File: config.mk
export PLATFORM = sky130hd
export DESIGN_NAME = button_conditioner
export DESIGN_NICKNAME = d
export VERILOG_FILES = /design/src/rtl/button_conditioner_pkg.sv /design/src/rtl/button_conditioner_sync_debounce.sv /design/src/rtl/button_conditioner.sv
export SDC_FILE = /design/constraint.sdc
export NUM_CORES = 1
export LEC_CHECK = 0
export CORE_MARGIN = 2
export CORE_UTILIZATION = 30
export DETAILED_ROUTE_END_ITERATION = 8
export GPL_TIMING_DRIVEN = 0
export PLACE_DENSITY = 0.45
export SYNTH_ARGS = -nofsm -noshare
export SYNTH_HDL_FRONTEND = slang
export SYNTH_SLANG_ARGS = --single-unit
export TNS_END_PERCENT = 1
File: constraint.sdc
create_clock -name i_clk -period 4.7 [get_ports i_clk]
set_input_delay 0.47 -clock i_clk [delete_from_list [all_inputs] [get_ports i_clk]]
set_output_delay 0.47 -clock i_clk [all_outputs]
set_load 0.01 [all_outputs]
File: src/rtl/button_conditioner_pkg.sv
// Shared button definitions: press/hold FSM state encodings, default timing
// for a 50 MHz board, and a small helper used to size the hold counter.
// No ports (package).
package button_conditioner_pkg;

  // Press/hold FSM state encodings
  localparam logic [1:0] ST_IDLE   = 2'd0;
  localparam logic [1:0] ST_HOLD   = 2'd1;
  localparam logic [1:0] ST_REPEAT = 2'd2;

  // Default timing at 50 MHz: 0.4 ms debounce, 200 ms repeat delay, 50 ms period
  localparam int unsigned DEF_DEBOUNCE_CYCLES = 32'd20000;
  localparam int unsigned DEF_REPEAT_DELAY    = 32'd10000000;
  localparam int unsigned DEF_REPEAT_PERIOD   = 32'd2500000;

  function automatic int unsigned max_u(input int unsigned a, input int unsigned b);
    if (a > b) begin
      return a;
    end else begin
      return b;
    end
  endfunction

endpackage

File: src/rtl/button_conditioner_sync_debounce.sv
// sync_debounce: 2-FF synchroniser followed by a persistence filter.
// A new synchronised level is accepted only after it has been seen for
// DEBOUNCE_CYCLES consecutive cycles.
// Ports:
//   i_clk     system clock (rising edge)
//   i_rst     synchronous active-high reset
//   i_button  raw asynchronous button level
//   o_level   debounced level, 1 = pressed (polarity normalised), registered
//   o_toggle  high in the cycle whose rising edge will flip o_level; lets a
//             downstream stage register an event aligned with the new level
module sync_debounce
  import button_conditioner_pkg::*;
#(
  parameter int unsigned DEBOUNCE_CYCLES = DEF_DEBOUNCE_CYCLES,
  parameter bit          ACTIVE_LOW      = 1'b1
) (
  input  logic i_clk,
  input  logic i_rst,
  input  logic i_button,
  output logic o_level,
  output logic o_toggle
);

  localparam int unsigned    CW       = $clog2(DEBOUNCE_CYCLES + 32'd1);
  // Count value at which one more mismatching cycle reaches DEBOUNCE_CYCLES
  localparam logic [CW-1:0] CNT_LAST = CW'(DEBOUNCE_CYCLES - 32'd1);

  logic          sync1_q, sync1_d;
  logic          sync2_q, sync2_d;
  logic          level_q, level_d;
  logic [CW-1:0] cnt_q, cnt_d;
  logic          sample_s;
  logic          mismatch_s;
  logic          toggle_s;

  // Next-state logic for synchroniser and debounce counter
  always_comb begin
    sync1_d    = i_button;
    sync2_d    = sync1_q;
    sample_s   = sync2_q ^ ACTIVE_LOW;
    mismatch_s = (sample_s != level_q);
    toggle_s   = mismatch_s && (cnt_q == CNT_LAST);
    if (!mismatch_s) begin
      // Any agreeing cycle restarts the persistence count
      cnt_d   = '0;
      level_d = level_q;
    end else if (toggle_s) begin
      cnt_d   = '0;
      level_d = ~level_q;
    end else begin
      cnt_d   = cnt_q + CW'(1);
      level_d = level_q;
    end
  end

  // State registers; sync flops reset to the idle raw level so reset never
  // looks like a press
  always_ff @(posedge i_clk) begin
    if (i_rst) begin
      sync1_q <= ACTIVE_LOW;
      sync2_q <= ACTIVE_LOW;
      cnt_q   <= '0;
      level_q <= 1'b0;
    end else begin
      sync1_q <= sync1_d;
      sync2_q <= sync2_d;
      cnt_q   <= cnt_d;
      level_q <= level_d;
    end
  end

  assign o_level  = level_q;
  assign o_toggle = toggle_s;

endmodule

File: src/rtl/button_conditioner.sv
// button_conditioner: turns the raw count-up push-button into clean
// single-cycle events for the display counter (o_pulse is its increment
// enable), with optional auto-repeat while the button is held.
// Ports:
//   i_clk       system clock (rising edge)
//   i_rst       synchronous active-high reset
//   i_button    raw asynchronous button level
//   o_pressed   debounced level, 1 = pressed
//   o_pulse     one-cycle strobe per accepted press and per repeat
//   o_released  one-cycle strobe on accepted release
module button_conditioner
  import button_conditioner_pkg::*;
#(
  parameter int unsigned DEBOUNCE_CYCLES = DEF_DEBOUNCE_CYCLES,
  parameter bit          ACTIVE_LOW      = 1'b1,
  parameter bit          REPEAT_EN       = 1'b1,
  parameter int unsigned REPEAT_DELAY    = DEF_REPEAT_DELAY,
  parameter int unsigned REPEAT_PERIOD   = DEF_REPEAT_PERIOD
) (
  input  logic i_clk,
  input  logic i_rst,
  input  logic i_button,
  output logic o_pressed,
  output logic o_pulse,
  output logic o_released
);

  localparam int unsigned    HOLD_SPAN   = max_u(REPEAT_DELAY, REPEAT_PERIOD);
  localparam int unsigned    HW          = $clog2(HOLD_SPAN + 32'd1);
  // Tick fires on the edge where the count would reach the target value
  localparam logic [HW-1:0] DELAY_LAST  = HW'(REPEAT_DELAY - 32'd1);
  localparam logic [HW-1:0] PERIOD_LAST = HW'(REPEAT_PERIOD - 32'd1);
  localparam logic [HW-1:0] HOLD_SAT    = '1;

  logic          level_s;
  logic          toggle_s;
  logic          press_evt_s;
  logic          release_evt_s;
  logic [1:0]    state_q, state_d;
  logic [HW-1:0] hold_q, hold_d;
  logic          pulse_q, pulse_d;
  logic          released_q, released_d;

  sync_debounce #(
    .DEBOUNCE_CYCLES (DEBOUNCE_CYCLES),
    .ACTIVE_LOW      (ACTIVE_LOW)
  ) u_sync_debounce (
    .i_clk    (i_clk),
    .i_rst    (i_rst),
    .i_button (i_button),
    .o_level  (level_s),
    .o_toggle (toggle_s)
  );

  // Press/release decoded from the debounced level about to flip, so the
  // registered strobes line up with the first cycle of the new level
  assign press_evt_s   = toggle_s & ~level_s;
  assign release_evt_s = toggle_s &  level_s;

  // Press/hold/repeat FSM next-state and strobe generation
  always_comb begin
    state_d    = state_q;
    hold_d     = hold_q;
    pulse_d    = 1'b0;
    released_d = 1'b0;
    if (release_evt_s) begin
      // Release outranks a coincident repeat tick
      state_d    = ST_IDLE;
      hold_d     = '0;
      released_d = 1'b1;
    end else begin
      case (state_q)
        ST_IDLE: begin
          if (press_evt_s) begin
            state_d = ST_HOLD;
            hold_d  = '0;
            pulse_d = 1'b1;
          end else begin
            hold_d = '0;
          end
        end
        ST_HOLD: begin
          if (REPEAT_EN) begin
            if (hold_q == DELAY_LAST) begin
              state_d = ST_REPEAT;
              hold_d  = '0;
              pulse_d = 1'b1;
            end else begin
              hold_d = hold_q + HW'(1);
            end
          end else if (hold_q != HOLD_SAT) begin
            hold_d = hold_q + HW'(1);
          end else begin
            hold_d = hold_q;
          end
        end
        ST_REPEAT: begin
          if (hold_q == PERIOD_LAST) begin
            hold_d  = '0;
            pulse_d = 1'b1;
          end else begin
            hold_d = hold_q + HW'(1);
          end
        end
        default: begin
          state_d = ST_IDLE;
          hold_d  = '0;
        end
      endcase
    end
  end

  // FSM state, hold counter and output strobe registers
  always_ff @(posedge i_clk) begin
    if (i_rst) begin
      state_q    <= ST_IDLE;
      hold_q     <= '0;
      pulse_q    <= 1'b0;
      released_q <= 1'b0;
    end else begin
      state_q    <= state_d;
      hold_q     <= hold_d;
      pulse_q    <= pulse_d;
      released_q <= released_d;
    end
  end

  assign o_pressed  = level_s;
  assign o_pulse    = pulse_q;
  assign o_released = released_q;

endmodule

==> metrics.md <==
| Metric | Value |
|---|---|
| Fin cells | `352` |
| Setup TNS | `0 ns` |
| Crit Path Max Fanout | `10` |
| Max cap viols | `0` |
| Sw frac | `0.210` |
| Setup crit start kind | `flop` |
| Crit path kind | `reg -> reg` |
| Tightest hold margin | `0.423 ns` |
| Synth top cells by count | `51 x nor2_1, 46 x dfxtp_1, 22 x xnor2_1` |
| Storage element area | `921 um^2` |
| Initial antenna violation count | `0` |
| Final #Nets | `265` |
| R2R Path Start | `u_sync_debounce.cnt_q[0]$_SDFF_PP0_` |
| Clock power share | `0.406` |
| Final setup viols | `0` |
| Routed Antenna Nets | `0` |
| Clk sinks | `46` |
| Share of layout cells above drive strength 1 | `0.102` |
| Max Buffers Root-to-Sink | `2` |
| DRC | `0` |
| Setup slack after layout | `2.70 ns` |
| Hold Crit Start | `u_sync_debounce.sync1_q$_SDFF_PP1_` |
| Warnings from Yosys | `0` |
| Post-synth ARST share | `0` |
| Synth Instances | `between 200 and 250` |
| Fin util | `0.353` |
| Root Driver | `clkbuf_8` |
| Fmax | `0.500 GHz` |
| Area share of the largest cell type after synthesis | `0.425` |
| Top-count cell post-synth | `nor2_1` |
| Slew headroom | `0.759` |
| R2r setup slk | `2.70 ns` |
| Post-synth EDFFs | `0` |
| Fin. Hold Viols | `0` |
| DR pass1 iterations | `4` |
| Combinational power share | `0.009` |
| Synth cell types | `33` |
| Gpl congestion | `a little under 0.8` |
| DR iter-0 viols | `76` |
| Initial cell density of the core | `0.314` |
| CTS resizes | `0` |
| Pins Over Slew Limit | `0` |
| Pleak | `between 0.7 and 0.8 nW` |
| Post-synthesis sequential area ratio | `0.425` |
| Pwr dens | `274 nW/um^2` |
| Worst Setup SP | `u_sync_debounce.cnt_q[0]$_SDFF_PP0_` |
| Synth Flop Type | `dfxtp_1` |
| Row count | `30` |
| Routed wire length | `4160 um` |
| IO Port Bufs | `5` |
| Crit path time final | `between 2 and 2.5 ns` |
| Crit end category | `flop` |
| Seq pwr share | `0.585` |
| Syn_nets | `253` |
| Synthesized flop and latch total | `46` |
| CTS Hold Bufs | `0` |
| Status | `finished clean` |
| Clock latency on the worst-skew pair | `0.30 ns` |
| Largest net degree at the start of global routing | `15` |
| Required time of the critical path | `4.89 ns` |
| Net Sw Power | `between 0.1 and 0.15 mW` |
| CTS tree | `yes` |
| Setup Skew | `around 0.014 ns` |
| Core ar. | `6910 um^2` |
| GRT Util Overall | `0.123` |
| Clock-pin transition on the worst setup and hold timing paths | `0.09 ns` |
| Fillers | `737` |
| GRT Residual Overflow | `0` |
| Via count | `1632` |
| Worst Path Arrival | `2.19 ns` |
| Cell Area, Synth | `2170 um^2` |
| Vias per cell | `about 4.6` |
| Multi-input gate area | `1170 um^2` |
| Cells after DPL | `344` |
| Post-CTS setup buffer count | `0` |
| Internal power | `0.528 mW` |
| Dpl ws | `between 2 and 3 ns` |
| Top post-synthesis cells by area | `dfxtp_1 43%, xnor2_1 8.9%, nor2_1 8.8%` |
| First-pass GRT wire length | `7520 um` |
| Number of global-route vias before repair | `1547` |
| Die X | `89.0 um` |
| Avg Synthesized Cell Area | `8.91 um^2` |
| Die Y | `slightly below 90 um` |
| Die footprint | `7910 um^2` |
| VDD IR max | `0.102 mV` |
| DP HPWL | `around 3000 um` |
| # diodes | `0` |
| Final period util | `0.426` |
| Worst min-delay path category | `reg -> reg` |
| # H-tree levels | `2` |
| Unrepaired setup endpoints after global routing | `false` |
| Top Ports | `6` |
| Slew at the pin closest to its max-slew limit | `between 0.3 and 0.4 ns` |
| Area leader, netlist | `dfxtp_1` |
| Inserted Clock Buffers | `5` |
| Layout Area Growth over Synthesis | `12.7%` |
| DR WL/cell | `11.8 um` |
power by group through the flow:
| stage | combinational [mW] | clock, mW | sequential (mW) |
|---|---|---|---|
| global placement | 0.00601 | 0 | 0.401 |
| CTS | 0.00608 | 0.286 | 0.391 |
| finish | 0.00599 | 0.271 | 0.391 |
| global route | 0.00665 | 0.299 | 0.392 |
| detailed placement | 0.00600 | 0 | 0.400 |
| floorplan | 0.00304 | 0 | 0.400 |
routing by layer:
layer  track usage  part of all wire  vias up
met4        0.0448             0.017        0
met5             0                 0        -
met2         0.185              0.42       19
met1         0.171              0.53      760
li1              -                 -      846
met3        0.0305             0.028        7
registers in the layout (all words and copies together) (netlist names):
name and cells:
hold_q 24, u_sync_debounce.cnt_q 15, state_q 2, o_pulse 1
o_released 1, u_sync_debounce.o_level 1, u_sync_debounce.sync1_q 1, u_sync_debounce.sync2_q 1
worst max-delay path: stages, from the launching register on:
cell and delay [ns]:
dfxtp_1 0.38, ha_1 0.25, and4_1 0.28, nand4_2 0.25, o21bai_2 0.29, a211o_2 0.23, buf_6 0.16, nor2_1 0.05
kinds of logic (layout without fill, tap and decap cells):
kind of cell / count (synthesis) / after routing / synth area share
fa+ha+maj: 7 / 7 / 0.0404
xor+xnor: 36 / 36 / 0.146
simple gates: 127 / 127 / 0.308
buf+inv: 15 / 28 / 0.0358
compound gates: 12 / 12 / 0.0451
flops: 46 / 46 / 0.425
path summary, 6_finish.rpt:
kind | cells after the start | to
max | 7 | hold_q[21]$_SDFF_PP0_
min | 1 | u_sync_debounce.sync2_q$_SDFF_PP1_
max reg2reg | 7 | hold_q[21]$_SDFF_PP0_
min reg2reg | 1 | u_sync_debounce.sync2_q$_SDFF_PP1_
layout by cell type (no fill, tap or decap), types with 2 or more instances in the layout:
cell type | synthesis | layout
and2_1 | 2 | 2
buf_6 | 2 | 2
or2_2 | 3 | 3
nor4_1 | 2 | 2
dfxtp_1 | 46 | 46
and4_1 | 4 | 4
nor3_1 | 14 | 14
nand4_2 | 2 | 2
nand3_1 | 14 | 14
buf_2 | 2 | 2
nand4_1 | 7 | 7
inv_1 | 10 | 10
a21oi_1 | 3 | 3
nand2b_1 | 2 | 2
nor4b_2 | 3 | 3
xor2_1 | 14 | 14
ha_1 | 7 | 7
o31ai_2 | 2 | 2
clkdlybuf4s50_1 | 0 | 5
a211oi_1 | 3 | 3
nor2_1 | 51 | 51
xnor2_1 | 22 | 22
clkbuf_8 | 0 | 7
nand2_1 | 12 | 12
and3_1 | 6 | 6
final cells by class:
cell class,count,share of cell area
Multi-Input combinational cell,182,0.478
Sequential cell,46,0.377
Tap cell,96,0.0492
Clock buffer,7,0.0395
Timing Repair Buffer,5,0.0205
Buffer,5,0.0164
Inverter,10,0.0154
Clock inverter,1,0.00359
metrics by stage:
step	cell area (um^2)	power (mW)
2_1_floorplan	2170	0.403
3_3_place_gp	2340	0.407
3_5_place_dp	2340	0.406
4_1_cts	2440	0.683
5_1_grt	2440	0.697
6_report	2440	0.669
(Power assumes the default switching activity.)
